**config.mk**
```make
export PLATFORM = sky130hd
export DESIGN_NAME = reg4_scan_seq_flat
export DESIGN_NICKNAME = d
export VERILOG_FILES = /design/src/rtl/reg4_scan_seq_if.sv /design/src/rtl/reg4_scan_seq.sv /design/src/flat_wrapper.sv
export SDC_FILE = /design/constraint.sdc
export NUM_CORES = 1
export LEC_CHECK = 0
export ABC_AREA = 1
export ABC_CLOCK_PERIOD_IN_PS = 3180
export CAP_MARGIN = 20
export CORE_MARGIN = 2
export CORE_UTILIZATION = 35
export DETAILED_ROUTE_END_ITERATION = 10
export HOLD_SLACK_MARGIN = 0.1
export MAX_ROUTING_LAYER = met4
export PLACE_DENSITY_LB_ADDON = 0.12
export SLEW_MARGIN = 20
export SYNTH_ARGS = -nofsm -noshare
export SYNTH_HDL_FRONTEND = slang
export SYNTH_SLANG_ARGS = --single-unit
```
**constraint.sdc**
```tcl
create_clock -name i_clk -period 3.18 [get_ports i_clk]
set_input_delay 0.318 -clock i_clk [delete_from_list [all_inputs] [get_ports i_clk]]
set_output_delay 0.318 -clock i_clk [all_outputs]
set_load 0.005 [all_outputs]
```
**src/rtl/reg4_scan_seq_if.sv**
```systemverilog
// Bus bundle for reg4_scan_seq: slot write port, scan commands and the
// mux-facing outputs. Optional i_mask exists only with REG4_SCAN_MASK_EN.
interface reg4_scan_seq_if #(
    parameter int unsigned WIDTH = 16
);
    logic             i_wr_en;
    logic [1:0]       i_wr_addr;
    logic [WIDTH-1:0] i_wr_data;
    logic             i_start;
    logic             i_stop;
`ifdef REG4_SCAN_MASK_EN
    logic [3:0]       i_mask;
`endif
    logic [WIDTH-1:0] o_data_0;
    logic [WIDTH-1:0] o_data_1;
    logic [WIDTH-1:0] o_data_2;
    logic [WIDTH-1:0] o_data_3;
    logic [1:0]       o_ctrl;
    logic             o_busy;
    logic             o_wrap;

`ifdef REG4_SCAN_MASK_EN
    modport master (
        output i_wr_en, i_wr_addr, i_wr_data, i_start, i_stop, i_mask,
        input  o_data_0, o_data_1, o_data_2, o_data_3, o_ctrl, o_busy, o_wrap
    );
    modport slave (
        input  i_wr_en, i_wr_addr, i_wr_data, i_start, i_stop, i_mask,
        output o_data_0, o_data_1, o_data_2, o_data_3, o_ctrl, o_busy, o_wrap
    );
`else
    modport master (
        output i_wr_en, i_wr_addr, i_wr_data, i_start, i_stop,
        input  o_data_0, o_data_1, o_data_2, o_data_3, o_ctrl, o_busy, o_wrap
    );
    modport slave (
        input  i_wr_en, i_wr_addr, i_wr_data, i_start, i_stop,
        output o_data_0, o_data_1, o_data_2, o_data_3, o_ctrl, o_busy, o_wrap
    );
`endif
endinterface

```
**src/rtl/reg4_scan_seq.sv**
```systemverilog
// reg4_scan_seq: four slot registers feeding a registered 4:1 mux plus a
// timed round-robin select scanner (DWELL cycles per slot).
// Optional slot skipping is enabled by defining REG4_SCAN_MASK_EN.
module reg4_scan_seq #(
    parameter int unsigned WIDTH = 16,
    parameter int unsigned DWELL = 4
) (
    input  logic              i_clk,
    input  logic              i_rst,
    reg4_scan_seq_if.slave    bus
);
    localparam int unsigned CNT_W = 8;
    localparam logic [CNT_W-1:0] LAST_CNT = CNT_W'(DWELL - 1);

    typedef enum logic [1:0] {
        S_IDLE     = 2'd0,
        S_SCAN     = 2'd1,
        S_STOPPING = 2'd2
    } state_t;

    state_t           r_state;
    state_t           w_state_nx;
    logic [CNT_W-1:0] r_cnt;
    logic [CNT_W-1:0] w_cnt_nx;
    logic [1:0]       r_ctrl;
    logic [1:0]       w_ctrl_nx;
    logic             r_wrap;
    logic             w_wrap_nx;
    logic             r_busy;
    logic             w_busy_nx;
    logic             w_last;
    logic [1:0]       w_adv_ctrl;
    logic             w_adv_wrap;
    logic [1:0]       w_entry_ctrl;
    logic [WIDTH-1:0] r_data_0;
    logic [WIDTH-1:0] r_data_1;
    logic [WIDTH-1:0] r_data_2;
    logic [WIDTH-1:0] r_data_3;

`ifdef REG4_SCAN_MASK_EN
    // First unmasked slot strictly after cur in circular order; cur if none.
    function automatic logic [1:0] f_next_slot(input logic [1:0] cur, input logic [3:0] mask);
        logic [1:0] res;
        logic [1:0] idx;
        res = cur;
        for (int k = 4; k >= 1; k--) begin
            idx = cur + 2'(k);
            if (!mask[idx]) res = idx;
        end
        return res;
    endfunction

    // Lowest unmasked slot; 0 when everything is masked.
    function automatic logic [1:0] f_first_slot(input logic [3:0] mask);
        logic [1:0] res;
        res = 2'd0;
        for (int k = 3; k >= 0; k--) begin
            if (!mask[k]) res = 2'(k);
        end
        return res;
    endfunction

    // Masked advance: hold and no wrap when all slots are skipped.
    always_comb begin
        w_adv_ctrl   = f_next_slot(r_ctrl, bus.i_mask);
        w_adv_wrap   = !(&bus.i_mask) && (w_adv_ctrl <= r_ctrl);
        w_entry_ctrl = f_first_slot(bus.i_mask);
    end
`else
    // Plain round robin 0,1,2,3.
    always_comb begin
        w_adv_ctrl   = r_ctrl + 2'd1;
        w_adv_wrap   = (r_ctrl == 2'd3);
        w_entry_ctrl = 2'd0;
    end
`endif

    // Slot registers, writable in every scan state.
    always_ff @(posedge i_clk or posedge i_rst) begin
        if (i_rst) begin
            r_data_0 <= '0;
            r_data_1 <= '0;
            r_data_2 <= '0;
            r_data_3 <= '0;
        end else if (bus.i_wr_en) begin
            case (bus.i_wr_addr)
                2'd0:    r_data_0 <= bus.i_wr_data;
                2'd1:    r_data_1 <= bus.i_wr_data;
                2'd2:    r_data_2 <= bus.i_wr_data;
                default: r_data_3 <= bus.i_wr_data;
            endcase
        end
    end

    // Scanner state, dwell counter and registered outputs.
    always_ff @(posedge i_clk or posedge i_rst) begin
        if (i_rst) begin
            r_state <= S_IDLE;
            r_cnt   <= '0;
            r_ctrl  <= 2'd0;
            r_wrap  <= 1'b0;
            r_busy  <= 1'b0;
        end else begin
            r_state <= w_state_nx;
            r_cnt   <= w_cnt_nx;
            r_ctrl  <= w_ctrl_nx;
            r_wrap  <= w_wrap_nx;
            r_busy  <= w_busy_nx;
        end
    end

    // Next-state logic; a stop on the last dwell cycle exits without advancing.
    always_comb begin
        w_state_nx = r_state;
        w_cnt_nx   = r_cnt;
        w_ctrl_nx  = r_ctrl;
        w_wrap_nx  = 1'b0;
        w_last     = (r_cnt == LAST_CNT);

        case (r_state)
            S_IDLE: begin
                w_cnt_nx  = '0;
                w_ctrl_nx = 2'd0;
                if (bus.i_start && !bus.i_stop) begin
                    w_state_nx = S_SCAN;
                    w_ctrl_nx  = w_entry_ctrl;
                end
            end
            S_SCAN: begin
                if (w_last) begin
                    w_cnt_nx = '0;
                    if (bus.i_stop) begin
                        w_state_nx = S_IDLE;
                        w_ctrl_nx  = 2'd0;
                    end else begin
                        w_ctrl_nx = w_adv_ctrl;
                        w_wrap_nx = w_adv_wrap;
                    end
                end else begin
                    w_cnt_nx = r_cnt + CNT_W'(1);
                    if (bus.i_stop) w_state_nx = S_STOPPING;
                end
            end
            S_STOPPING: begin
                if (w_last) begin
                    w_state_nx = S_IDLE;
                    w_cnt_nx   = '0;
                    w_ctrl_nx  = 2'd0;
                end else begin
                    w_cnt_nx = r_cnt + CNT_W'(1);
                end
            end
            default: begin
                w_state_nx = S_IDLE;
                w_cnt_nx   = '0;
                w_ctrl_nx  = 2'd0;
            end
        endcase

        w_busy_nx = (w_state_nx != S_IDLE);
    end

    assign bus.o_data_0 = r_data_0;
    assign bus.o_data_1 = r_data_1;
    assign bus.o_data_2 = r_data_2;
    assign bus.o_data_3 = r_data_3;
    assign bus.o_ctrl   = r_ctrl;
    assign bus.o_busy   = r_busy;
    assign bus.o_wrap   = r_wrap;
endmodule

```
**src/flat_wrapper.sv**
```systemverilog
// flat-port wrapper written by rule: the top's interface ports become plain ports
module reg4_scan_seq_flat 
#(
    parameter int unsigned WIDTH = 16,
    parameter int unsigned DWELL = 4
)
  (i_clk, i_rst, bus_i_wr_en, bus_i_wr_addr, bus_i_wr_data, bus_i_start, bus_i_stop, bus_o_data_0, bus_o_data_1, bus_o_data_2, bus_o_data_3, bus_o_ctrl, bus_o_busy, bus_o_wrap);
  reg4_scan_seq_if #(.WIDTH(WIDTH)) bus_i ();
  input  logic i_clk;
  input  logic i_rst;
  input wire logic [$bits(bus_i.i_wr_en)-1:0] bus_i_wr_en;
  input wire logic [$bits(bus_i.i_wr_addr)-1:0] bus_i_wr_addr;
  input wire logic [$bits(bus_i.i_wr_data)-1:0] bus_i_wr_data;
  input wire logic [$bits(bus_i.i_start)-1:0] bus_i_start;
  input wire logic [$bits(bus_i.i_stop)-1:0] bus_i_stop;
  output wire logic [$bits(bus_i.o_data_0)-1:0] bus_o_data_0;
  output wire logic [$bits(bus_i.o_data_1)-1:0] bus_o_data_1;
  output wire logic [$bits(bus_i.o_data_2)-1:0] bus_o_data_2;
  output wire logic [$bits(bus_i.o_data_3)-1:0] bus_o_data_3;
  output wire logic [$bits(bus_i.o_ctrl)-1:0] bus_o_ctrl;
  output wire logic [$bits(bus_i.o_busy)-1:0] bus_o_busy;
  output wire logic [$bits(bus_i.o_wrap)-1:0] bus_o_wrap;
  assign bus_i.i_wr_en = bus_i_wr_en;
  assign bus_i.i_wr_addr = bus_i_wr_addr;
  assign bus_i.i_wr_data = bus_i_wr_data;
  assign bus_i.i_start = bus_i_start;
  assign bus_i.i_stop = bus_i_stop;
  assign bus_o_data_0 = bus_i.o_data_0;
  assign bus_o_data_1 = bus_i.o_data_1;
  assign bus_o_data_2 = bus_i.o_data_2;
  assign bus_o_data_3 = bus_i.o_data_3;
  assign bus_o_ctrl = bus_i.o_ctrl;
  assign bus_o_busy = bus_i.o_busy;
  assign bus_o_wrap = bus_i.o_wrap;
  reg4_scan_seq #(.WIDTH(WIDTH), .DWELL(DWELL)) u_core (.i_clk(i_clk), .i_rst(i_rst), .bus(bus_i));
endmodule
```
After elaboration in Yosys (flattened, before gate mapping)

Index checks and enable logic that the tools add are counted.

Output and inout port bits: 68
Bits of input ports: 23
Register bits: 78
Logic and storage cells: 47

Bitwise logic cells: 1
Reductions and logical operators: 12
Eq/ne operators: 8
$add $sub $neg: 2
Muxes and demuxes: 15

Operators with widths:

| kind                  | number |
|---|---|
| $mux W2               | 8 |
| $mux W8               | 2 |
| $reduce_and A2 Y1     | 5 |
| $add A8 B1 Y8 const B | 1 |
| $eq A8 B2 Y1 const B  | 1 |
| $eq A2 B2 Y1 const B  | 3 |
| $pmux W2 S3           | 1 |
| $eq A2 B1 Y1 const B  | 2 |
| $logic_not A2 Y1      | 2 |
| $ne A2 B1 Y1 const B  | 2 |
| $pmux W2 S2           | 1 |
| $mux W1               | 3 |
| $reduce_or A3 Y1      | 1 |
| $add A2 B1 Y2 const B | 1 |
| $reduce_bool A2 Y1    | 1 |
| $reduce_or A2 Y1      | 1 |
| $logic_and A1 B1 Y1   | 1 |
| $logic_not A1 Y1      | 1 |
| $not A1 Y1            | 1 |

Longest topological paths before layout

Gate-level depths: netlist (run 1).

Word-level depth: 5
Mapped depth: 10
Mapped depth without buffers: 10

Least setup slack after synthesis (run 1)

OpenSTA, ideal clock, no wires.

Path kind: reg2reg
Start: reg u_core.r_cnt[0]
End: reg u_core.r_busy, in the netlist u_core.bus.o_busy
Slack: 1.914 ns
Cell stages (with the launch flop): 11
Setup time: 0.118 ns
Data arrival time: 1.148 ns
Data required time: 3.062 ns
Buffers on the path: 0
Clock period less this slack: 1.266 ns
Path through: dfrtp_1 -> ha_1 -> nand2_1 -> nor2_2 -> nand2_2 -> nand2_2 -> nand2_1 -> nand2_1 -> nand2_1 -> nand2_1 -> nand2_1

Longest elaborated chain between the ends: 4

RTL lines:

| what                       | line                                       | text |
|---|---|---|
| start, declared            | reg4_scan_seq.sv:23                        | `logic [CNT_W-1:0] r_cnt;` |
| start signal, assigned     | reg4_scan_seq.sv:105                       | `r_cnt <= w_cnt_nx;` |
| $eq A8 B2 Y1 *             | reg4_scan_seq.sv:118                       | `w_last = (r_cnt == LAST_CNT);` |
| $mux W2 (on tied branches) | reg4_scan_seq.sv:145, reg4_scan_seq.sv:130 |  |
| $pmux W2 S3 *              | reg4_scan_seq.sv:120                       | `case (r_state)` |
| $reduce_bool A2 Y1 *       | reg4_scan_seq.sv:160                       | `w_busy_nx = (w_state_nx != S_IDLE);` |
| net u_core.w_busy_nx       | reg4_scan_seq.sv:30                        | `logic w_busy_nx;` |
| end signal, assigned       | reg4_scan_seq.sv:108                       | `r_busy <= w_busy_nx;` |
| end, declared              | reg4_scan_seq.sv:29                        | `logic r_busy;` |

The timed path passes the listed nets; every way through them passes the cells marked *.
A chain may end at the register's enable or synchronous reset.

Worst setup path in the final report (run 1)

Start: in bus_i_wr_addr[1]
End: reg u_core.r_data_0[10], in the netlist u_core.bus.o_data_0[10]

Longest elaborated chain between the ends: 2

RTL lines:

| what                               | line                | text |
|---|---|---|
| start, declared                    | flat_wrapper.sv:12  | `input wire logic [$bits(bus_i.i_wr_addr)-1:0] bus_i_wr_addr;` |
| $logic_not A2 Y1                   | reg4_scan_seq.sv:86 | `case (bus.i_wr_addr)` |
| $reduce_and A2 Y1 (no source line) | -                   |  |
| end signal, assigned               | reg4_scan_seq.sv:87 | `2'd0: r_data_0 <= bus.i_wr_data;` |
| end, declared                      | reg4_scan_seq.sv:35 | `logic [WIDTH-1:0] r_data_0;` |

Every way passes these cells.

==> out/results.ini, run 1 <==
[status]
status=completed

[timing]
rsz0062_at_grt=no
finalCriticalPeriod_ps=1600
setup-tns-final_ps=0
fin_skew_ps=5.86
finalHoldViolCount=0
slew_headroom_pct=38.1
finalSetupViolCount=0
finalCritPeriodShare_pct=50.3
worst_pin_slew_ps=926
worst_hold_slack_ps=408
fmax_mhz=625
worst_slack_ps=1580
maxSlewViolCount=0

[floorplan]
die-area_um2=9510
core_um2=8590
fp.dieW_um=97.5
row_count=34
io_pins=91
fp.dieH_um=97.5
start_util_pct=35.6

[route]
wire_per_inst_um=13.1
drtPass1Iterations=7
viasPerCell=4.52
antenna_left=0
drtIter0Drc=63
drcViolationCount=0
wl_um=6870
vias=2366

[power]
vdd_drop_max_mv=0.252
powerDensity_nw_per_um2=652
power.total_w=0.00282
leakage_nw=2.03

[job]
maxCapViolations=0

[finish]
antenna_cells=0
drive_gt1_share_pct=6.75
fin_nets=439
syn_to_final_growth_pct=41.3
final_area_um2=4330
fillerInstances=821

[place]
dp_hpwl_um=4730
dp_worst_setup_slack_ps=1130
placed_area_um2=4080
globalplace.congestion=0.801
portBuffers=90

[synth]
syn_inst=318
synth_area_um2=3060
synth-seq-cells=78
synth_seq_area_share_pct=63.8
syn_avg_cell_area_um2=9.62
synth_warnings=0
synth_nets=347
synth.distinct_cells=18

[worst_setup_path]
worst-path-max-fanout=32
required_ps=3410
endpoint_kind=flop
startpoint_type=input port
crit_arrival_ps=1830
worstSetupPathType=input port to flop

[global_route]
grt_pass1_wl_um=11700
grt_max_degree=42
grt_pass1_vias=2419
grt_antenna_before_repair=0
grt_overflow=0
gr-usage-all-layers_pct=15.6

[clock_tree]
ctsHtreeMaxLevel=3
cts_buffers=9
cts-resized-gates=0
cts.sinks=78
cts_hold_buf=0
cts_buffer_depth=2
clk_pin_slew_ps=80
cts_setup_buffers=0
root_buffer=clkbuf_8
cts_tree=done
insertion_delay_ps=330

[worst_hold_path]
holdCritPathClass=input port to async pin

[stage by stage]
stage                     utilization (%)  cells
after floorplan                         -    318
after global placement               47.4    507
after detailed placement             47.4    507
after CTS                            50.3    523
after global routing                 50.3    523
final                                50.3    523
[cells in the final DEF, fill, tap and decap left out, types with 2 or more instances in the layout]
| cell type | synthesis | final |
|---|---|---|
| buf_4 | 0 | 2 |
| bufinv_16 | 0 | 3 |
| clkbuf_8 | 0 | 10 |
| clkdlybuf4s50_1 | 0 | 90 |
| clkinv_2 | 0 | 3 |
| dfrtp_1 | 78 | 78 |
| ha_1 | 6 | 6 |
| inv_1 | 35 | 34 |
| nand2_1 | 85 | 84 |
| nand2_2 | 2 | 3 |
| nand3_1 | 9 | 9 |
| nand4_1 | 2 | 2 |
| nor2_1 | 12 | 12 |
| nor2_2 | 3 | 3 |
| o21ai_0 | 8 | 8 |
| o21ai_1 | 60 | 60 |
| xnor2_1 | 2 | 2 |
[routing by layer]
metal / GRT usage, % / vias up / routed length, um
li1: - / 1192 / -
met1: 21.1 / 1105 / 3310
met2: 22.5 / 63 / 3060
met3: 4.68 / 6 / 427
met4: 5.45 / 0 / 63
met5: - / - / 0
[registers in the layout (all words and copies together), names as in the netlist]
name / count
u_core.bus.o_data_2: 16
u_core.bus.o_wrap: 1
u_core.bus.o_ctrl: 2
u_core.bus.o_data_1: 16
u_core.r_cnt: 8
u_core.bus.o_data_3: 16
u_core.r_state: 2
u_core.bus.o_busy: 1
u_core.bus.o_data_0: 16
[synthesized netlist by cell type]
cell | number | area (um^2)
nand3_2 | 1 | 10.0
inv_1 | 35 | 131
nor2_1 | 12 | 45.0
o21a_1 | 1 | 7.51
ha_1 | 6 | 75.1
nor2_2 | 3 | 18.8
nand3_1 | 9 | 45.0
nand4_1 | 2 | 12.5
buf_2 | 9 | 45.0
nand2_2 | 2 | 12.5
dfrtp_1 | 78 | 1950
o21ai_0 | 8 | 40.0
xnor2_1 | 2 | 17.5
o21ai_2 | 1 | 8.76
o21ai_1 | 60 | 300
nand2_1 | 85 | 319
clkbuf_1 | 3 | 11.3
xor2_1 | 1 | 8.76
[critical path, stage by stage]
cell and delay [ps]:
clkdlybuf4s50_1 460, nor2_1 120, nand2_1 530, o21ai_0 390
[final cells by class]
class                      instances  area (um^2)  share of cell area [%]
sequential                        78         1950                    45.1
tap                              108          135                    3.12
clock inverter                     6          109                    2.52
inverter                          35          133                    3.07
clock buffer                      10          138                    3.18
multi-input combinational        193          923                    21.3
timing repair buffer              93          936                    21.6
[logic make-up after synthesis]
logic type | synth area share (%)
fa+ha+maj | 2.45
compound gates | 11.7
flops | 63.8
simple gates | 15.1
buf+inv | 6.13
xor+xnor | 0.859
[report_power, final]
| group | leakage (nW) | internal [W] | switching [W] |
|---|---|---|---|
| logic | 0.921 | 0.000383 | 0.000285 |
| clock network | 0.126 | 0.000542 | 0.000352 |
| registers | 0.988 | 0.00115 | 0.000105 |
[final timing paths]
| check | cells past startpoint | start | slack [ps] | to |
|---|---|---|---|---|
| setup reg to reg | 10 | u_core.r_cnt[0]$_DFF_PP0_ | 1780 | u_core.bus.o_busy$_DFF_PP0_ |
| setup / recovery | 4 | bus_i_wr_addr[1] | 1580 | u_core.bus.o_data_0[10]$_DFFE_PP0P_ |
| max in group asynchronous | 3 | i_rst | 2130 | u_core.r_state[1]$_DFF_PP0_ |
| hold reg to reg | 1 | u_core.r_cnt[0]$_DFF_PP0_ | 490 | u_core.r_cnt[0]$_DFF_PP0_ |
| min in group i_clk | 1 | u_core.r_cnt[0]$_DFF_PP0_ | 490 | u_core.r_cnt[0]$_DFF_PP0_ |
| hold / removal | 2 | i_rst | 410 | u_core.bus.o_data_2[9]$_DFFE_PP0P_ |
Note: power is estimated with default switching activity, not from simulation.
==> inputs of run 2 (changes only) <==
Settings changed: ABC_CLOCK_PERIOD_IN_PS 3180 to 1300.
Clock period 3.18 ns to 1.3 ns, I/O delays scaled along.
==> run 2 against run 1 <==
  * Global-route usage up 0.70 points
  * Non-clock buffer count increased by 21
  * Count of clock-buffer cells in the layout is the same
  * Power increased by 140%
  * Worst setup slack lost 1500 ps
  * Critical path depth rose by 6
  * Wire length up 1.7%
  * Register-to-register slack worse by 1700 ps
  * Sequential share of layout area fell by 1.3 points
==> out/results.ini, run 2 (synthesized netlist as in run 1, its figures left out) <==
[route]
wl_met3_um=523  ; +22%
dr_wl_met2_um=3140  ; +2.3%
antenna_left=0  ; unchanged
drcViolationCount=0  ; unchanged
wl_um=6990  ; +1.7%
routed.top_layer=met4
vias=2432  ; +2.8%
drtPass1Iterations=4  ; -3
viasPerCell=4.49  ; -0.81%
wirelength_met1_um=3280  ; -1.1%
wire_per_inst_um=12.9  ; -1.8%
drtIter0Drc=106  ; +68%

[clock_tree]
cts_hold_buf=0  ; unchanged
cts_buffers=9  ; unchanged
ctsHtreeMaxLevel=3  ; unchanged
cts.sinks=78  ; unchanged
root_buffer=clkbuf_8
clk_pin_slew_ps=80  ; about the same
cts_buffer_depth=2  ; unchanged
cts_tree=done
insertion_delay_ps=340  ; about the same

[worst_setup_path]
r2r.worst_path.cells=10  ; unchanged
ff2ff_setup_slack_ps=50  ; -1730 ps
reg2reg_to=u_core.bus.o_busy$_DFF_PP0_
timing.rr.start=u_core.r_cnt[1]$_DFF_PP0_
crit_arrival_ps=1470  ; -360 ps
slowest_stage=dfrtp_1
required_ps=1530  ; -1880 ps
cpMostUsedCell=nand2_1
startpoint_type=flop
worstSetupPathType=flop to flop
path_cells=ha_2 > nand2_2 > nor2_4 > nand2_4 > nand2_2 > nand2_1 > nand2_1 > nand2_1 > nand2_1 > nand2_1
cpPeakStageDelay_ps=360  ; -170 ps
endpoint_kind=flop
worst-path-max-fanout=4  ; -88%

[power]
leakage_nw=2.33  ; +15%
power.total_w=0.00670  ; +140%
vdd_drop_max_mv=0.599  ; +140%
powerDensity_nw_per_um2=1510  ; +130%

[finish]
fin_util_pct=51.8  ; +1.5 points
final_cell_mix=nand2_1 (84), dfrtp_1 (78), dlygate4sd2_1 (67)
syn_to_final_growth_pct=45.5
fin_nets=460  ; +4.8%
final_area_um2=4450  ; +3.0%
fillerInstances=857  ; +4.4%
layout_commonest_cell=nand2_1
drive_gt1_share_pct=11.1  ; +4.3 points
antenna_cells=0  ; unchanged

[global_route]
grt_pass1_wl_um=12200  ; +3.7%
grt_pass1_vias=2522  ; +4.3%
grt_overflow=0  ; unchanged
grt_antenna_before_repair=0  ; unchanged
gr-usage-all-layers_pct=16.3  ; +0.70 points
grt_max_degree=48  ; +14%

[timing]
finalSetupViolCount=0  ; unchanged
fin_skew_ps=3.53  ; -2.33 ps
maxSlewViolCount=0  ; unchanged
finalCritPeriodShare_pct=95.8
rsz0062_at_grt=yes
worst_hold_slack_ps=206  ; -202 ps
finalHoldViolCount=0  ; unchanged
worst_pin_slew_ps=252  ; -675 ps
fmax_mhz=803
finalCriticalPeriod_ps=1250
slew_headroom_pct=83.2  ; +45 points

[floorplan]
start_util_pct=35.6  ; unchanged
die-area_um2=9510  ; unchanged
fp.dieW_um=97.5  ; unchanged
io_pins=91  ; unchanged
core_um2=8590  ; unchanged
row_count=34  ; unchanged
fp.dieH_um=97.5  ; unchanged

[place]
placed_area_um2=4210  ; +3.3%
portBuffers=90  ; unchanged
globalplace.congestion=0.798  ; -0.37%
dp_hpwl_um=4950  ; +4.7%

[job]
maxCapViolations=0  ; unchanged

[worst_hold_path]
holdCritPathClass=input port to async pin

[status]
status=completed

==> run 2: stage by stage <==
stage	instances	setup WS, ps	setup TNS [ps]
6_report	542	54.9	0
3_5_place_dp	518	-8.04	-21.7
5_1_grt	542	-61.2	-159
2_1_floorplan	318	34.4	0
4_1_cts	540	0.840	0
3_3_place_gp	518	10.2	0
==> run 2: cell type report <==
type	count	area [um^2]	area share, %
multi-input cells	193	943	21.2
well taps	108	135	3.03
clock inverters	4	97.6	2.19
flip-flops and latches	78	1950	43.8
repair buffers	114	1060	23.9
inverters	35	135	3.03
clock buffers	10	128	2.87
==> run 2: worst max-delay path by stage <==
stage	start	end	slack [ps]
after CTS	u_core.bus.o_wrap$_DFF_PP0_	bus_o_wrap	0.8
after floorplan	u_core.r_cnt[0]$_DFF_PP0_	u_core.bus.o_busy$_DFF_PP0_	30
after global placement	bus_i_wr_en	u_core.bus.o_data_3[5]$_DFFE_PP0P_	10
after detailed placement	bus_i_wr_en	u_core.bus.o_data_3[6]$_DFFE_PP0P_	-8
after global routing	u_core.r_cnt[0]$_DFF_PP0_	u_core.bus.o_busy$_DFF_PP0_	-60
final	u_core.r_cnt[1]$_DFF_PP0_	u_core.bus.o_busy$_DFF_PP0_	50
==> run 2: critical path, delay by kind of cell, from the launching register on <==
| kind | cells | cell delay, ps |
|---|---|---|
| and+or+nand+nor | 9 | 570 |
| DFF | 1 | 360 |
| adders and majority gates | 1 | 200 |
==> run 2: report_power, final <==
group | internal [W] | switching [W] | total, W
Clock | 0.00126 | 0.000839 | 0.00210
Sequential | 0.00282 | 0.000214 | 0.00304
Combinational | 0.000815 | 0.000757 | 0.00157
==> run 2: layer usage <==
metal | GRT usage [%] | vias to the layer above
li1 | - | 1235
met5 | - | -
met1 | 20.9 | 1131
met2 | 24.3 | 61
met4 | 5.13 | 0
met3 | 5.97 | 5
==> run 2: timing repair <==
action	4_1_cts	5_1_grt
gates resized for setup	67	7
setup buffers	8	2
pin swaps	0	6
setup endpoints to repair	67	7
